## config.mk

```make
export PLATFORM = sky130hd
export DESIGN_NAME = auv_decode
export DESIGN_NICKNAME = d
export VERILOG_FILES = /design/src/rtl/auv_pkg.sv /design/src/rtl/auv_decode_fields.sv /design/src/rtl/auv_decode.sv
export SDC_FILE = /design/constraint.sdc
export NUM_CORES = 1
export LEC_CHECK = 0
export CORE_MARGIN = 10
export CORE_UTILIZATION = 40
export DETAILED_ROUTE_END_ITERATION = 8
export PLACE_DENSITY = 0.75
export SETUP_SLACK_MARGIN = 0.15
export SYNTH_ARGS = -nofsm -noshare
export SYNTH_HDL_FRONTEND = slang
export SYNTH_SLANG_ARGS = --single-unit
```

## constraint.sdc

```tcl
create_clock -name clk -period 3.2 [get_ports clk]
set_input_delay 0.8 -clock clk [delete_from_list [all_inputs] [get_ports clk]]
set_output_delay 0.8 -clock clk [all_outputs]
set_load 0.05 [all_outputs]
```

## src/rtl/auv_pkg.sv

```systemverilog
// Shared definitions for the AUV decode stage: opcodes, instruction field
// positions, the decoded-instruction record and immediate sign-extension helpers.
package auv_pkg;

  localparam int XLEN  = 32;
  localparam int OP_W  = 6;
  localparam int REG_W = 4;
  localparam int NREGS = 16;

  localparam logic [OP_W-1:0] OP_NOP  = 6'd0;
  localparam logic [OP_W-1:0] OP_ALU  = 6'd1;
  localparam logic [OP_W-1:0] OP_ALUI = 6'd2;
  localparam logic [OP_W-1:0] OP_LD   = 6'd3;
  localparam logic [OP_W-1:0] OP_ST   = 6'd4;
  localparam logic [OP_W-1:0] OP_BR   = 6'd5;
  localparam logic [OP_W-1:0] OP_JAL  = 6'd6;

  localparam int OP_MSB  = 31;
  localparam int OP_LSB  = 26;
  localparam int RD_MSB  = 25;
  localparam int RD_LSB  = 22;
  localparam int RS0_MSB = 21;
  localparam int RS0_LSB = 18;
  localparam int RS1_MSB = 17;
  localparam int RS1_LSB = 14;
  localparam int IMM14_W = 14;
  localparam int IMM22_W = 22;

  typedef struct packed {
    logic [OP_W-1:0]  op;
    logic [REG_W-1:0] rd;
    logic             we;
    logic [REG_W-1:0] rs0;
    logic [REG_W-1:0] rs1;
    logic             use0;
    logic             use1;
    logic [XLEN-1:0]  imm;
    logic             illegal;
  } decoded_t;

  function automatic logic signed [XLEN-1:0] sext14(input logic [IMM14_W-1:0] v);
    return {{(XLEN-IMM14_W){v[IMM14_W-1]}}, v};
  endfunction

  function automatic logic signed [XLEN-1:0] sext22(input logic [IMM22_W-1:0] v);
    return {{(XLEN-IMM22_W){v[IMM22_W-1]}}, v};
  endfunction

endpackage

```

## src/rtl/auv_decode_fields.sv

```systemverilog
// Combinational instruction-word to decoded_t mapping.
// AUV_ILLEGAL_OP_EN: flag opcodes 7-63 as illegal instead of decoding them as NOP.
module auv_decode_fields
  import auv_pkg::*;
(
  input  logic [XLEN-1:0] instr_i,
  output decoded_t        dec_o
);

  logic [OP_W-1:0]  op;
  logic [REG_W-1:0] rd;
  logic             use0;
  logic             use1;
  logic             writes;
  logic             illegal;
  logic [OP_W-1:0]  op_out;
  logic [XLEN-1:0]  imm;

  always_comb begin
    op      = instr_i[OP_MSB:OP_LSB];
    rd      = instr_i[RD_MSB:RD_LSB];
    use0    = 1'b0;
    use1    = 1'b0;
    writes  = 1'b0;
    illegal = 1'b0;
    op_out  = op;
    imm     = sext14(instr_i[IMM14_W-1:0]);
    case (op)
      OP_NOP:  ;
      OP_ALU:  begin use0 = 1'b1; use1 = 1'b1; writes = 1'b1; end
      OP_ALUI: begin use0 = 1'b1; writes = 1'b1; end
      OP_LD:   begin use0 = 1'b1; writes = 1'b1; end
      OP_ST:   begin use0 = 1'b1; use1 = 1'b1; end
      OP_BR:   begin use0 = 1'b1; use1 = 1'b1; end
      OP_JAL:  begin writes = 1'b1; imm = sext22(instr_i[IMM22_W-1:0]); end
      default: begin
`ifdef AUV_ILLEGAL_OP_EN
        illegal = 1'b1;
`else
        op_out  = OP_NOP;
`endif
      end
    endcase
  end

  // Unused sources read r0, which is never busy, so they cannot raise a hazard.
  always_comb begin
    dec_o         = '0;
    dec_o.op      = op_out;
    dec_o.rd      = rd;
    dec_o.we      = writes & (rd != '0);
    dec_o.rs0     = use0 ? instr_i[RS0_MSB:RS0_LSB] : '0;
    dec_o.rs1     = use1 ? instr_i[RS1_MSB:RS1_LSB] : '0;
    dec_o.use0    = use0;
    dec_o.use1    = use1;
    dec_o.imm     = imm;
    dec_o.illegal = illegal;
  end

endmodule

```

## src/rtl/auv_decode.sv

```systemverilog
// AUV instruction-decode stage: register-file address drive, RAW/WAW scoreboard,
// decode pipeline register and valid/ready handoff to execute. Macro: AUV_ILLEGAL_OP_EN.
module auv_decode
  import auv_pkg::*;
(
  input  logic             clk,
  input  logic             rst,
  input  logic             if_valid,
  input  logic [XLEN-1:0]  if_instr,
  input  logic [XLEN-1:0]  if_pc,
  output logic             if_ready,
  output logic [REG_W-1:0] rf_ra0,
  output logic [REG_W-1:0] rf_ra1,
  output logic             rf_stall,
  input  logic             wb_we,
  input  logic [REG_W-1:0] wb_wa,
  input  logic             flush,
  input  logic             ex_ready,
  output logic             id_valid,
  output logic [OP_W-1:0]  id_op,
  output logic [REG_W-1:0] id_rd,
  output logic             id_we,
  output logic [XLEN-1:0]  id_imm,
  output logic [XLEN-1:0]  id_pc,
  output logic             id_illegal
);

  decoded_t dec;

  logic [NREGS-1:0] busy_q, busy_d;
  logic             id_valid_q;
  logic [OP_W-1:0]  id_op_q;
  logic [REG_W-1:0] id_rd_q;
  logic             id_we_q;
  logic [XLEN-1:0]  id_imm_q;
  logic [XLEN-1:0]  id_pc_q;
  logic             id_illegal_q;

  logic haz_rs0, haz_rs1, haz_waw, hazard, hold, accept;

  auv_decode_fields u_fields (
    .instr_i (if_instr),
    .dec_o   (dec)
  );

  assign rf_ra0 = dec.rs0;
  assign rf_ra1 = dec.rs1;

  // A register being written back this cycle is forwarded by the register file,
  // so its busy bit does not block a reader or a new writer.
  assign haz_rs0 = dec.use0 & busy_q[dec.rs0] & ~(wb_we & (wb_wa == dec.rs0));
  assign haz_rs1 = dec.use1 & busy_q[dec.rs1] & ~(wb_we & (wb_wa == dec.rs1));
  assign haz_waw = dec.we   & busy_q[dec.rd]  & ~(wb_we & (wb_wa == dec.rd));
  assign hazard  = haz_rs0 | haz_rs1 | haz_waw;

  assign hold     = id_valid_q & ~ex_ready;
  assign if_ready = ~hold & ~hazard & ~flush;
  assign accept   = if_valid & if_ready;
  assign rf_stall = ~accept;

  // Later steps win: a set of the accepted rd overrides any clear of the same index.
  always_comb begin
    busy_d = busy_q;
    if (wb_we)
      busy_d[wb_wa] = 1'b0;
    if (flush && id_valid_q && id_we_q)
      busy_d[id_rd_q] = 1'b0;
    if (accept && dec.we)
      busy_d[dec.rd] = 1'b1;
    busy_d[0] = 1'b0;
  end

  // Decode -> execute stage boundary
  always_ff @(posedge clk or posedge rst) begin
    if (rst) begin
      busy_q       <= '0;
      id_valid_q   <= 1'b0;
      id_op_q      <= '0;
      id_rd_q      <= '0;
      id_we_q      <= 1'b0;
      id_imm_q     <= '0;
      id_pc_q      <= '0;
      id_illegal_q <= 1'b0;
    end else begin
      busy_q <= busy_d;
      if (accept) begin
        id_valid_q   <= 1'b1;
        id_op_q      <= dec.op;
        id_rd_q      <= dec.rd;
        id_we_q      <= dec.we;
        id_imm_q     <= dec.imm;
        id_pc_q      <= if_pc;
        id_illegal_q <= dec.illegal;
      end else if (flush || ex_ready) begin
        id_valid_q <= 1'b0;
      end
    end
  end

  assign id_valid   = id_valid_q;
  assign id_op      = id_op_q;
  assign id_rd      = id_rd_q;
  assign id_we      = id_we_q;
  assign id_imm     = id_imm_q;
  assign id_pc      = id_pc_q;
  assign id_illegal = id_illegal_q;

endmodule

```

Yosys cells after proc, flatten, opt, wreduce, memory -nomap -nowiden
Cells that the tools add are included.
{"block": "totals", "reg_bits": 91, "output_inout_bits": 87}
{"block": "op_classes", "n_lt_le_gt_ge": 8, "n_eq_ne": 9, "mux": 24, "bitwise_logic": 29, "n_reduce_logical": 14}
{"cell": "16-bit 2-to-1 mux", "n": 3}
{"cell": "16-bit AND", "n": 2}
{"cell": "32-bit 2-to-1 mux", "n": 1}
{"cell": "16-bit NOT", "n": 2}
{"cell": "4-bit by 5-bit < comparator with 1-bit output (second input constant)", "n": 5}
{"cell": "6-bit by 3-bit == test with 1-bit output (second input constant)", "n": 3}
{"cell": "16-bit bitwise OR", "n": 1}
{"cell": "1-bit AND", "n": 14}
{"cell": "1-bit binary-select mux with 4-bit select", "n": 3}
{"cell": "1-bit demux with 4-bit select", "n": 3}
{"cell": "4-bit == test", "n": 3}
{"cell": "6-bit by 2-bit == test with 1-bit output (second input constant)", "n": 2}
{"cell": "4-bit by 1-bit >= comparator with 1-bit output (second input constant)", "n": 3}
{"cell": "1-bit 2-to-1 mux", "n": 11}
{"cell": "4-bit 2-to-1 mux", "n": 2}
{"cell": "1-bit NOT", "n": 8}
{"cell": "7-bit OR reduction", "n": 1}
{"cell": "6-bit by 1-bit == test with 1-bit output (second input constant)", "n": 1}
{"cell": "1-bit logical AND", "n": 6}
{"cell": "6-bit logical NOT", "n": 1}
{"cell": "6-bit 2-to-1 mux", "n": 1}
{"cell": "5-bit OR reduction", "n": 1}
{"cell": "4-bit nonzero test", "n": 1}
{"cell": "4-bit OR reduction", "n": 1}
{"cell": "other kinds (4)", "n": 5}

Depth between registers and ports, before layout
Gate-level depths: netlist of the first run.
{"block": "logic_depth", "ltp_word": 16, "mapped_depth": 10}

Cells and area by module
From an unflattened synthesis of the first run, not the netlist that was laid out.
{"block": "hier_totals", "hier_cells": 404, "hier_area_um2": 4986.0}
{"module": "auv_decode", "n_inst": 1, "cells_per_inst": 325, "area_each_um2": 4450.5}
{"module": "auv_decode_fields", "n_inst": 1, "cells_per_inst": 79, "area_each_um2": 535.5}

Worst setup path before layout of the first run
No wires, ideal clock.
{"block": "synth_path", "path_kind": "input-to-output", "from": "in if_instr[29]", "to": "out rf_stall", "arrival_ps": 2593, "slack_ps": -193, "path_stages": 8, "n_path_buf": 2, "cell_sequence": "or3_4 -> a211oi_4 -> mux2i_1 -> o311ai_1 -> nand4_1 -> nand4_1 -> buf_6 -> buf_4"}
{"block": "synth_via", "elab_chain_len": 15}
{"element": "start, declared", "line": "auv_decode.sv:9", "rtl": "input logic [XLEN-1:0] if_instr,"}
{"element": "6-bit by 1-bit == test with 1-bit output (tied with other cells)", "line": "auv_decode_fields.sv:28", "rtl": "case (op)"}
{"element": "5-bit OR reduction (no line) or 3-bit OR reduction (tied branches)"}
{"element": "1-bit 2-to-1 mux", "line": "auv_decode_fields.sv:28"}
{"element": "4-bit 2-to-1 mux (on tied branches)", "line": "auv_decode_fields.sv:52, auv_decode_fields.sv:53"}
{"element": "1-bit binary-select mux with 4-bit select (tied with other cells)", "line": "auv_decode.sv:51", "rtl": "assign haz_rs0 = dec.use0 & busy_q[dec.rs0] & ~(wb_we & (wb_wa == dec.rs0));"}
{"element": "1-bit 2-to-1 mux (implied by the code) (tied with other cells)", "line": "auv_decode.sv:51"}
{"element": "1-bit AND (tied with other cells)", "line": "auv_decode.sv:51"}
{"element": "1-bit AND (on tied branches)", "line": "auv_decode.sv:51, auv_decode.sv:52"}
{"element": "1-bit bitwise OR", "line": "auv_decode.sv:54", "rtl": "assign hazard = haz_rs0 | haz_rs1 | haz_waw;"}
{"element": "1-bit bitwise OR *", "line": "auv_decode.sv:54"}
{"element": "1-bit NOT *", "line": "auv_decode.sv:57", "rtl": "assign if_ready = ~hold & ~hazard & ~flush;"}
{"element": "1-bit AND * (2 in a row)", "line": "auv_decode.sv:57"}
{"element": "1-bit AND *", "line": "auv_decode.sv:58", "rtl": "assign accept = if_valid & if_ready;"}
{"element": "1-bit NOT *", "line": "auv_decode.sv:59", "rtl": "assign rf_stall = ~accept;"}
{"element": "end, declared", "line": "auv_decode.sv:14", "rtl": "output logic rf_stall,"}
Mark *: on every way between the ends. The rest lies on a longest branch, timed or not. The select of a mux whose other input is x is not followed.

Worst setup path after layout of the first run
{"block": "layout_path", "from": "in if_instr[14]", "to": "out rf_stall"}
{"block": "layout_via", "elab_chain_len": 12}
{"element": "4-bit 2-to-1 mux *", "line": "auv_decode_fields.sv:53", "rtl": "dec_o.rs1 = use1 ? instr_i[RS1_MSB:RS1_LSB] : '0;"}
{"element": "1-bit binary-select mux with 4-bit select or 4-bit == test (tied branches)", "line": "auv_decode.sv:52", "rtl": "assign haz_rs1 = dec.use1 & busy_q[dec.rs1] & ~(wb_we & (wb_wa == dec.rs1));"}
{"element": "1-bit 2-to-1 mux (implied by the code) or 1-bit AND (tied branches)", "line": "auv_decode.sv:52"}
{"element": "1-bit AND or 1-bit NOT (tied branches)", "line": "auv_decode.sv:52"}
{"element": "1-bit AND *", "line": "auv_decode.sv:52"}
{"element": "1-bit bitwise OR * (2 in a row)", "line": "auv_decode.sv:54"}
{"element": "1-bit NOT *", "line": "auv_decode.sv:57"}
{"element": "1-bit AND * (2 in a row)", "line": "auv_decode.sv:57"}
{"element": "1-bit AND *", "line": "auv_decode.sv:58"}
{"element": "1-bit NOT *", "line": "auv_decode.sv:59"}
Marks and branches as above.

==> summary.md, run 1 <==
| Metric | Value |
|---|---|
| Fmax | `288 MHz` |
| Netlist Area Pre-Place | `4630 um2` |
| Post-route ant nets | `0` |
| Status | `finished, violations left` |
| Worst slack, placed | `-0.675 ns` |
| Placed cell count | `681` |
| 1st-iter DRT viols | `313` |
| Port Buffer Count | `159` |
| Post-DR wirelength/cell | `21.3 um` |
| H-tree lvl count | `3` |
| Fin cells | `705` |
| CP Class | `in -> out` |
| Synth cell types | `52` |
| Share of post-route cells with drive strength above 1 | `35.1%` |
| Initial Util | `40.7%` |
| Setup Skew | `0.00896 ns` |
| Worst setup margin | `-0.268 ns` |
| Slew HR | `54.6%` |
| Die X | `128 um` |
| Fin. max-slew vios | `0` |
| Largest net degree at the start of global routing | `43` |
| Clk slew on worst S/H paths | `0.07 ns` |
| GPL Wtd Cong | `0.950` |
| CP Cell Sequence | `dlygate4sd2_1 > buf_6 > nor2_2 > nor3_2 > buf_4 > o211ai_1 > o311ai_2 > o311ai_2 > nand4_1 > buf_4 > buf_12` |
| Synth Register Bits | `81` |
| Io pins | `161` |
| Syn nets | `437` |
| # nets final | `631` |
| Worst-skew pair later-pin latency | `0.33 ns` |
| Die ar. | `16300 um2` |
| Setup crit end kind | `primary output` |
| EDFF count, synth | `0` |
| CTS tree | `built` |
| Final period util | `108%` |
| Fin. Hold Viols | `0` |
| PD cells | `579 nW/um2` |
| Grt ovf | `0` |
| RSZ-0062 raised after global routing | `true` |
| Area Growth Syn to Fin | `55.6%` |
| Number of global-route vias before repair | `4108` |
| Via count | `3787` |
| Clk sinks | `81` |
| Critical Path Max Stage Delay | `0.31 ns` |
| CP required | `2.40 ns` |
| Worst IR Drop VDD | `0.404 mV` |
| Worst Path Arrival | `2.67 ns` |
| Top post-synthesis cells by area | `dfrtp_1, mux2_4, buf_4` |
| Clk buf depth | `2` |
| DPL Wire Length | `11300 um` |
| Utilization after layout | `63.3%` |
| Yosys top cell by area | `dfrtp_1` |
| Worst slew pin tran | `0.678 ns` |
| Leakage | `3.31 nW` |
| CORE AREA | `11400 um2` |
| HP Class | `reg -> reg` |
| Share of flip-flops with an asynchronous set or reset | `100%` |
| Min Tclk post-route | `3.47 ns` |
| GRT Total Usage | `17.5%` |
| Initial antenna violation count | `0` |
| CTS root buffer | `clkbuf_16` |
| YS warnings | `0` |
| DRC | `0` |
| Max Cap Violations | `0` |
| Rows | `39` |
| Final Setup Violations | `2` |
| Register area share after synthesis | `43.8%` |
| Crit start category | `primary input` |
| Worst-path maximum fanout | `8` |
| Cell count after synthesis | `363` |
| CP max stage cell | `dlygate4sd2_1` |
| Kind of cell adding the most delay to the critical path | `buffers and inverters` |
| DIE HEIGHT | `128 um` |
| Diode count | `0` |
| Num CTS Buffers | `9` |
| First-pass GRT wire length | `23100 um` |
| Pre-antenna DRT Iters | `4` |
| Bufs and invs on worst path | `5` |
| Avg Inst Size Synth | `12.8 um2` |
| WL final | `15000 um` |
| Area share of the largest cell type after synthesis | `43.8%` |
| Vias/cell | `5.37` |
| Synth Flop Type | `dfrtp_1` |
| Violated checks | `negative setup slack` |
==> path summary, 6_finish.rpt <==
check,end,slack [ns],cells past startpoint,from
max,rf_stall,-0.27,11,if_instr[14]
min,id_op[3]$_DFFE_PP0P_,0.49,1,id_op[3]$_DFFE_PP0P_
max reg2reg,id_imm[2]$_DFFE_PP0P_,0.72,9,busy_q[15]$_DFF_PP0_
min reg2reg,id_op[3]$_DFFE_PP0P_,0.49,1,id_op[3]$_DFFE_PP0P_
max in group asynchronous,id_imm[5]$_DFFE_PP0P_,1.86,3,rst
min in group asynchronous,id_imm[10]$_DFFE_PP0P_,0.91,3,rst
==> final cells by class <==
cell class              instances  area, um2
inverters                      11       42.5
flip-flops and latches         81       2030
repair buffers                226       2230
fillers                       873       4170
multi-input cells             228       2370
well taps                     143        179
clock inverters                 7        130
clock buffers                   9        225
==> worst reg2reg max path: cells and delay by family, from the launching register on <==
kind                   cells  cell delay, ns
buffers and inverters      3            0.58
AO/OA/AOI/OAI              1            0.11
AND/OR/NAND/NOR            3            0.42
flip-flops                 1            0.45
multiplexers               2            0.80
==> where the power goes <==
part	leakage [nW]	internal, mW	switching [mW]
sequential	1.00	1.18	0.119
clock	0.174	0.780	0.459
combinational	2.14	0.679	0.959
total	3.31	2.64	1.54
==> repair_timing <==
item,4_1_cts,5_1_grt
setup endpoints to repair,88,71
setup buffers,6,2
hold buffers,0,0
gates resized for setup,39,25
pin swaps,9,11
==> placed cells by master, fill, tap and decap left out, types with 7 or more instances in the layout <==
| cell type | instances |
|---|---|
| and2_1 | 7 |
| clkbuf_16 | 9 |
| clkdlybuf4s50_1 | 137 |
| inv_1 | 10 |
| buf_4 | 58 |
| dfrtp_1 | 81 |
| o41ai_1 | 9 |
| mux2i_1 | 11 |
| buf_12 | 12 |
| nand2b_1 | 9 |
| a41o_1 | 8 |
| nand3_1 | 10 |
| nand2_1 | 13 |
| xor2_1 | 7 |
| buf_6 | 8 |
| o221ai_1 | 12 |
| mux2_4 | 58 |
==> per-layer routing <==
layer | vias to the layer above | GRT usage, % | share of wire (%)
li1 | 1730 | - | -
met5 | - | 0 | 0
met4 | 0 | 4.97 | 1.9
met3 | 19 | 6.49 | 9.8
met1 | 1846 | 22.2 | 41
met2 | 192 | 27.3 | 47
==> synth_stat cells (5+ instances only) <==
library cell,count
dfrtp_1,81
mux2_4,58
buf_4,20
o41ai_1,15
nand2_1,14
o221ai_1,12
clkbuf_1,11
inv_1,11
mux2i_1,11
nand3_1,10
nand2b_1,9
a41o_1,8
and2_1,7
nor2_1,7
xor2_1,7
buf_12,6
nor3_1,6
a21oi_1,5
mux2_2,5
mux4_2,5
o311ai_0,5
==> per-stage QoR <==
stage               TNS, ns  total power [mW]  cell area (um2)  hold WS [ns]
finish               -0.474              4.17             7200         0.492
global placement     -32.30              2.91             6620         0.473
CTS                  -0.414              4.19             7050         0.497
global route         -0.689              4.32             7200         0.518
detailed placement   -42.61              2.93             6620         0.474
floorplan           -0.0236              2.36             4650         0.541
==> flip-flops by register name, summed over array words and instances, names as in the netlist <==
name      count
busy_q       15
id_rd         4
id_imm       22
id_op         6
id_valid      1
id_pc        32
id_we         1
==> logic make-up (layout without fill, tap and decap cells) <==
kind of cell / Yosys count / after routing / share of synthesized area [%]
other: 1 / 1 / 0.0810
XOR/XNOR: 10 / 10 / 1.89
buffers and inverters: 54 / 253 / 8.49
multiplexers: 79 / 79 / 24.8
flip-flops: 81 / 81 / 43.8
AND/OR/NAND/NOR: 75 / 75 / 9.27
AO/OA/AOI/OAI: 63 / 63 / 11.6
Note: power is estimated with default switching activity, not from simulation.
==> run 2: changes to the inputs <==
- DONT_BUFFER_PORTS: unset -> 1
- PLACE_DENSITY: 0.75 -> unset
- SETUP_SLACK_MARGIN: 0.15 -> 0.1
- SLEW_MARGIN: unset -> 20
==> run 2 against run 1 <==
  * The flow still finishes with violations (negative setup slack)
  * Critical path type unchanged
  * Via count decreased by 20%
  * Core utilization shrank 19 points
  * Design area fell by 29%
  * Final cell count decreased by 29%
  * Clock-buffer cell count rose by 1
  * Setup slack better by 0.22 ns
  * Non-clock buffer count down 201
  * Routed wire length shrank 17%
  * Largest cell class unchanged
  * Combinational power shrank 68%
  * Clock skew shrank 0.00095 ns
  * Global-route usage decreased by 3.0 points
==> summary.md, run 2 (synthesis gave the netlist of run 1 again) <==
| Metric | Value |
|---|---|
| CP required | `2.40 ns (about the same)` |
| Grt ovf | `0 (unchanged)` |
| CTS tree | `built (unchanged)` |
| Fin. max-slew vios | `0 (unchanged)` |
| Vias/cell | `6.02 (was 5.37)` |
| WL final | `12500 um (was 15000 um)` |
| Area Growth Syn to Fin | `9.76% (was 55.6%)` |
| Worst Path Arrival | `2.44 ns (was 2.67 ns)` |
| DPL Wire Length | `9390 um (was 11300 um)` |
| First-pass GRT wire length | `18900 um (was 23100 um)` |
| DRC | `0 (unchanged)` |
| Worst-path maximum fanout | `4 (was 8)` |
| Final Setup Violations | `1 (was 2)` |
| PD cells | `687 nW/um2 (was 579 nW/um2)` |
| Die X | `128 um (unchanged)` |
| CP Cell Sequence | `or3_4 > nor3_4 > o32ai_1 > o311ai_1 > o311ai_2 > nand4_1 > buf_4 > buf_12 (was dlygate4sd2_1 > buf_6 > nor2_2 > nor3_2 > buf_4 > o211ai_1 > o311ai_2 > o311ai_2 > nand4_1 > buf_4 > buf_12)` |
| Fin. Hold Viols | `0 (unchanged)` |
| H-tree lvl count | `3 (unchanged)` |
| Final period util | `101% (was 108%)` |
| Port Buffer Count | `0 (was 159)` |
| Worst setup margin | `-0.0444 ns (was -0.268 ns)` |
| Crit start category | `primary input (unchanged)` |
| GRT Total Usage | `14.5% (was 17.5%)` |
| Leakage | `2.32 nW (was 3.31 nW)` |
| Max reg flops | `32 (unchanged)` |
| Initial antenna violation count | `0 (unchanged)` |
| Via count | `3032 (was 3787)` |
| Rows | `39 (unchanged)` |
| Die ar. | `16300 um2 (unchanged)` |
| CORE AREA | `11400 um2 (unchanged)` |
| RSZ-0062 raised after global routing | `true (unchanged)` |
| Min Tclk post-route | `3.24 ns (was 3.47 ns)` |
| Post-route ant nets | `0 (unchanged)` |
| DIE HEIGHT | `128 um (unchanged)` |
| FF+latch area | `2030 um2 (about the same)` |
| Worst slew pin tran | `0.758 ns (was 0.678 ns)` |
| Num CTS Buffers | `9 (unchanged)` |
| Commonest non-fill, non-tap cells in the layout | `dfrtp_1, mux2_4, buf_4, o41ai_1, nand2_1 (was clkdlybuf4s50_1, dfrtp_1, mux2_4, buf_4, nand2_1)` |
| Max Cap Violations | `0 (unchanged)` |
| # nets final | `430 (was 631)` |
| CP max stage cell | `or3_4 (was dlygate4sd2_1)` |
| Status | `finished, violations left (unchanged)` |
| Share of post-route cells with drive strength above 1 | `34.6% (was 35.1%)` |
| Largest net degree at the start of global routing | `44 (was 43)` |
| GPL Wtd Cong | `0.875 (was 0.950)` |
| Most common cell after layout, fill and taps aside | `dfrtp_1 (was clkdlybuf4s50_1)` |
| Worst IR Drop VDD | `0.406 mV (was 0.404 mV)` |
| R2r setup slk | `0.74 ns (was 0.72 ns)` |
| Area of the multi-input gates | `2250 um2 (was 2370 um2)` |
| CP Class | `in -> out (unchanged)` |
| Worst-skew pair later-pin latency | `0.33 ns (about the same)` |
| Initial Util | `40.7% (unchanged)` |
| 1st-iter DRT viols | `307 (was 313)` |
| Setup crit end kind | `primary output (unchanged)` |
| Clk sinks | `81 (unchanged)` |
| HP Class | `in -> async (was reg -> reg)` |
| Violated checks | `negative setup slack (unchanged)` |
| Fmax | `308 MHz (was 288 MHz)` |
| CTS root buffer | `clkbuf_16 (unchanged)` |
| Setup Skew | `0.00801 ns (was 0.00896 ns)` |
| Diode count | `0 (unchanged)` |
| Clk slew on worst S/H paths | `0.07 ns (about the same)` |
| Post-DR wirelength/cell | `24.8 um (was 21.3 um)` |
| Power, Total | `3.49 mW (was 4.17 mW)` |
| Pre-antenna DRT Iters | `4 (unchanged)` |
| Clk buf depth | `2 (unchanged)` |
| Number of global-route vias before repair | `3147 (was 4108)` |
| Filler instances | `1039 (was 873)` |
| Critical Path Max Stage Delay | `0.43 ns (was 0.31 ns)` |
| Final hold slack | `0.433 ns (was 0.492 ns)` |
| Io pins | `161 (unchanged)` |
| Slew HR | `49.5% (was 54.6%)` |
## run 2: changes by cell type in the layout (fill, tap and decap cells not counted), moves of 4 or more
cell	before	now
clkdlybuf4s50_1	137	0
buf_12	12	5
buf_6	8	0
dlygate4sd2_1	6	0
o41ai_1	9	15
buf_4	58	19
o41ai_2	5	1
## run 2: power breakdown
part	leakage (nW)	internal (mW)	switching (mW)
Sequential	0.999	1.17	0.722
Combinational	1.18	0.294	0.232
Clock	0.147	0.636	0.441
Total	2.32	2.10	1.40
## run 2: worst paths after layout
path	from	end	cells past startpoint
setup reg to reg	busy_q[7]$_DFF_PP0_	busy_q[1]$_DFF_PP0_	9
min in group clk	flush	id_valid$_DFFE_PP0P_	1
hold / removal	rst	id_pc[16]$_DFFE_PP0P_	1
setup / recovery	if_instr[29]	rf_stall	8
hold reg to reg	busy_q[14]$_DFF_PP0_	busy_q[14]$_DFF_PP0_	2
max in group asynchronous	rst	id_op[4]$_DFFE_PP0P_	2
## run 2: what timing repair did
item	CTS	global route
endpoints found under the setup margin	2	3
pin swaps	1	1
resized for setup	3	3
buffers inserted	1	1
hold buffers	0	0
## run 2: through the flow
step	setup slack, ns	util (%)	cells	instance area [um2]	TNS (ns)
3_3_place_gp	-0.0426	41.6	486	4730	-0.192
4_1_cts	0.0234	44.5	503	5060	0
3_5_place_dp	-0.0755	41.6	486	4730	-1.01
2_1_floorplan	-0.0236	-	363	4650	-0.0236
5_1_grt	-0.0905	44.7	504	5080	-0.134
6_report	-0.0444	44.7	504	5080	-0.0444
## run 2: area by class of cell
cell class              instances  share of cell area, %
inverters                      11                  0.837
flip-flops and latches         81                   40.0
repair buffers                 25                   5.32
multi-input cells             228                   44.2
well taps                     143                   3.52
clock buffers                  10                   4.70
clock inverters                 6                   1.45
## run 2: worst max-delay path, delay by kind of cell
kind	cells	cell delay [ns]
buffers and inverters	2	0.27
and+or+nand+nor	3	0.77
AOI/OAI and AO/OA	3	0.60
## run 2: per-layer routing
metal  GRT usage [%]  vias to the layer above  part of all wire [%]
met5               0                        -                     0
li1                -                     1332                     -
met2            23.0                      172                    49
met1            17.9                     1518                    39
met4            4.37                        0                   1.0
met3            5.62                       10                    11
==> RTL change: new RTL, config.mk and constraints of run 1 <==
The option `AUV_ILLEGAL_OP_EN` is turned on by a define.
--- a/src/rtl/auv_decode_fields.sv
+++ b/src/rtl/auv_decode_fields.sv
@@ -2,2 +2,4 @@
 // AUV_ILLEGAL_OP_EN: flag opcodes 7-63 as illegal instead of decoding them as NOP.
+`define AUV_ILLEGAL_OP_EN
+
 module auv_decode_fields
Behaviour: not the same (Yosys sat finds a counterexample within 4 cycles, from zero or initial values and one cycle with rst high).
==> RTL change against run 1 <==
The run still ends with negative setup slack left. Synthesized area shrank 5.2%. Non-clock buffer count grew 2. Sequential cell count grew 1. Design area is 4.6% lower. First-iteration DRC count shrank 32%. Total power decreased by 11%. Setup slack better by 210 ps. Via count increased by 1.3%. Routed wire length down 4.6%. Maximum frequency up 6.6%. Clock skew grew 1.2 ps. Core utilization up 0.31 points. Die area down 4.4%. Largest cell class is now buffers.
==> RTL change: results (changes against run 1) <==
# port buffers: 160 (+0.63%)
CP Launch Point: if_instr[29]
Final Wtd Congestion: 0.9430 (-0.73%)
Initial antenna violation count: 0 (unchanged)
Delay-heaviest family, CP: compound AO/OA/AOI/OAI gates
Slowest CP cell: a2111o_1
Clk_lat worst skew: 350 ps (+20 ps)
Drt initial violations: 214 (-32%)
Area contributors post-synth: dfrtp_1, mux2_1, mux2_2
Final worst slack: -53.35 ps (+214.3 ps)
Post-synth top cells: dfrtp_1, mux2_1, buf_4
Via count: 3835 (+1.3%)
Peak supply drop: 0.4092 mV (+1.4%)
Post-synthesis sequential area ratio: 46.75% (+3.0 points)
Clock root buffer: clkbuf_8
Status: complete, but fails checks
Synth unique cells: 46 (-12%)
CTS clk-pin slew, worst paths: 80 ps
Filler cells: 832 (-4.7%)
Final setup viols: 2 (unchanged)
Crit Reg-Reg Startpoint: busy_q[9]
Switching share of power: 39.89% (+3.1 points)
Worst flop-to-flop path endpoint: id_imm[3]
Fraction of layout cells with a size suffix above 1: 26.11% (-8.9 points)
Crit path capture: if_ready
Slew Limit Headroom: 49.83% (-4.8 points)
R2r setup slk: 480 ps (-240 ps)
Synth async-reset ratio: 100.0% (unchanged)
Drt wl/cell: 20.37 um (-4.3%)
Syn_nets: 442 (+1.1%)
Power Clock: 0.775 mW (-38%)
DP Wirelength: 11220 um (-0.98%)
Endpoint, Worst Hold: id_pc[20]
Most used DFF post-synth: dfrtp_1
Final Skew: 10.12 ps (+1.158 ps)
LEAKAGE: 2.858 nW (-14%)
Setup WS pre-CTS: -498.7 ps (+176.8 ps)
Cells on worst reg2reg path: 9 (unchanged)
Maximum fanout along the worst path: 2 (-6)
Slowest Stage Delay on Critical Path: 460 ps (+150 ps)
Largest net degree at the start of global routing: 45 (+4.7%)
Vias in the first global route: 4077 (-0.75%)
Total Routing Usage GR: 18.05% (+0.59 points)
Worst EP arrival: 2450 ps (-220 ps)
Failing checks: negative setup slack
First-pass GRT wire length: 22960 um (-0.54%)
Clock power share: 20.8% (-8.9 points)
Hold_sp: id_pc[20]
Combinational Power Share: 43.9% (+4.6 points)
## RTL change: cell types whose count changed in the layout (fill, tap and decap cells not counted), moves of 7 or more
cell / delta
a41o_1: -7
clkbuf_16: -9
clkbuf_8: +9
mux2_1: +52
mux2_2: +12
mux2_4: -58
o41ai_1: +9
## RTL change: what timing repair did
item / CTS / global route
buffers inserted: 3 / 0
hold buffers: 0 / 0
pin swaps: 17 / 8
setup endpoints to repair: 87 / 14
resized for setup: 62 / 12
## RTL change: through the flow
| step | instance area, um2 | instances | hold WS [ps] | setup TNS [ps] |
|---|---|---|---|---|
| floorplan | 4403 | 368 | 538.2 | -207.5 |
| global placement | 6501 | 687 | 472.5 | -32560 |
| detailed placement | 6501 | 687 | 479.9 | -33380 |
| CTS | 6827 | 703 | 498.4 | -148.8 |
| global route | 6870 | 703 | 506.3 | -197.6 |
| finish | 6870 | 703 | 490.9 | -101.3 |
## RTL change: layout make-up
| type | count | share of cell area [%] |
|---|---|---|
| clock buffers | 10 | 1.858 |
| clock inverters | 3 | 0.9834 |
| inverters | 16 | 0.8924 |
| multi-input cells | 224 | 31.03 |
| flip-flops and latches | 82 | 29.87 |
| well taps | 140 | 2.550 |
| repair buffers | 228 | 32.82 |
## RTL change: logic make-up after synthesis
logic type / Yosys count / share of synthesized area (%)
compound gates: 64 / 12.69
xor+xnor: 11 / 2.195
buf+inv: 62 / 8.267
flops: 82 / 46.75
mux: 80 / 21.64
simple gates: 69 / 8.466
## RTL change: layer usage
metal	GRT usage [%]	up-vias	routed length, um
met3	7.745	14	1508
met2	29.19	193	6878
met5	0	-	0
li1	-	1740	-
met1	21.75	1888	5809
met4	3.975	0	125
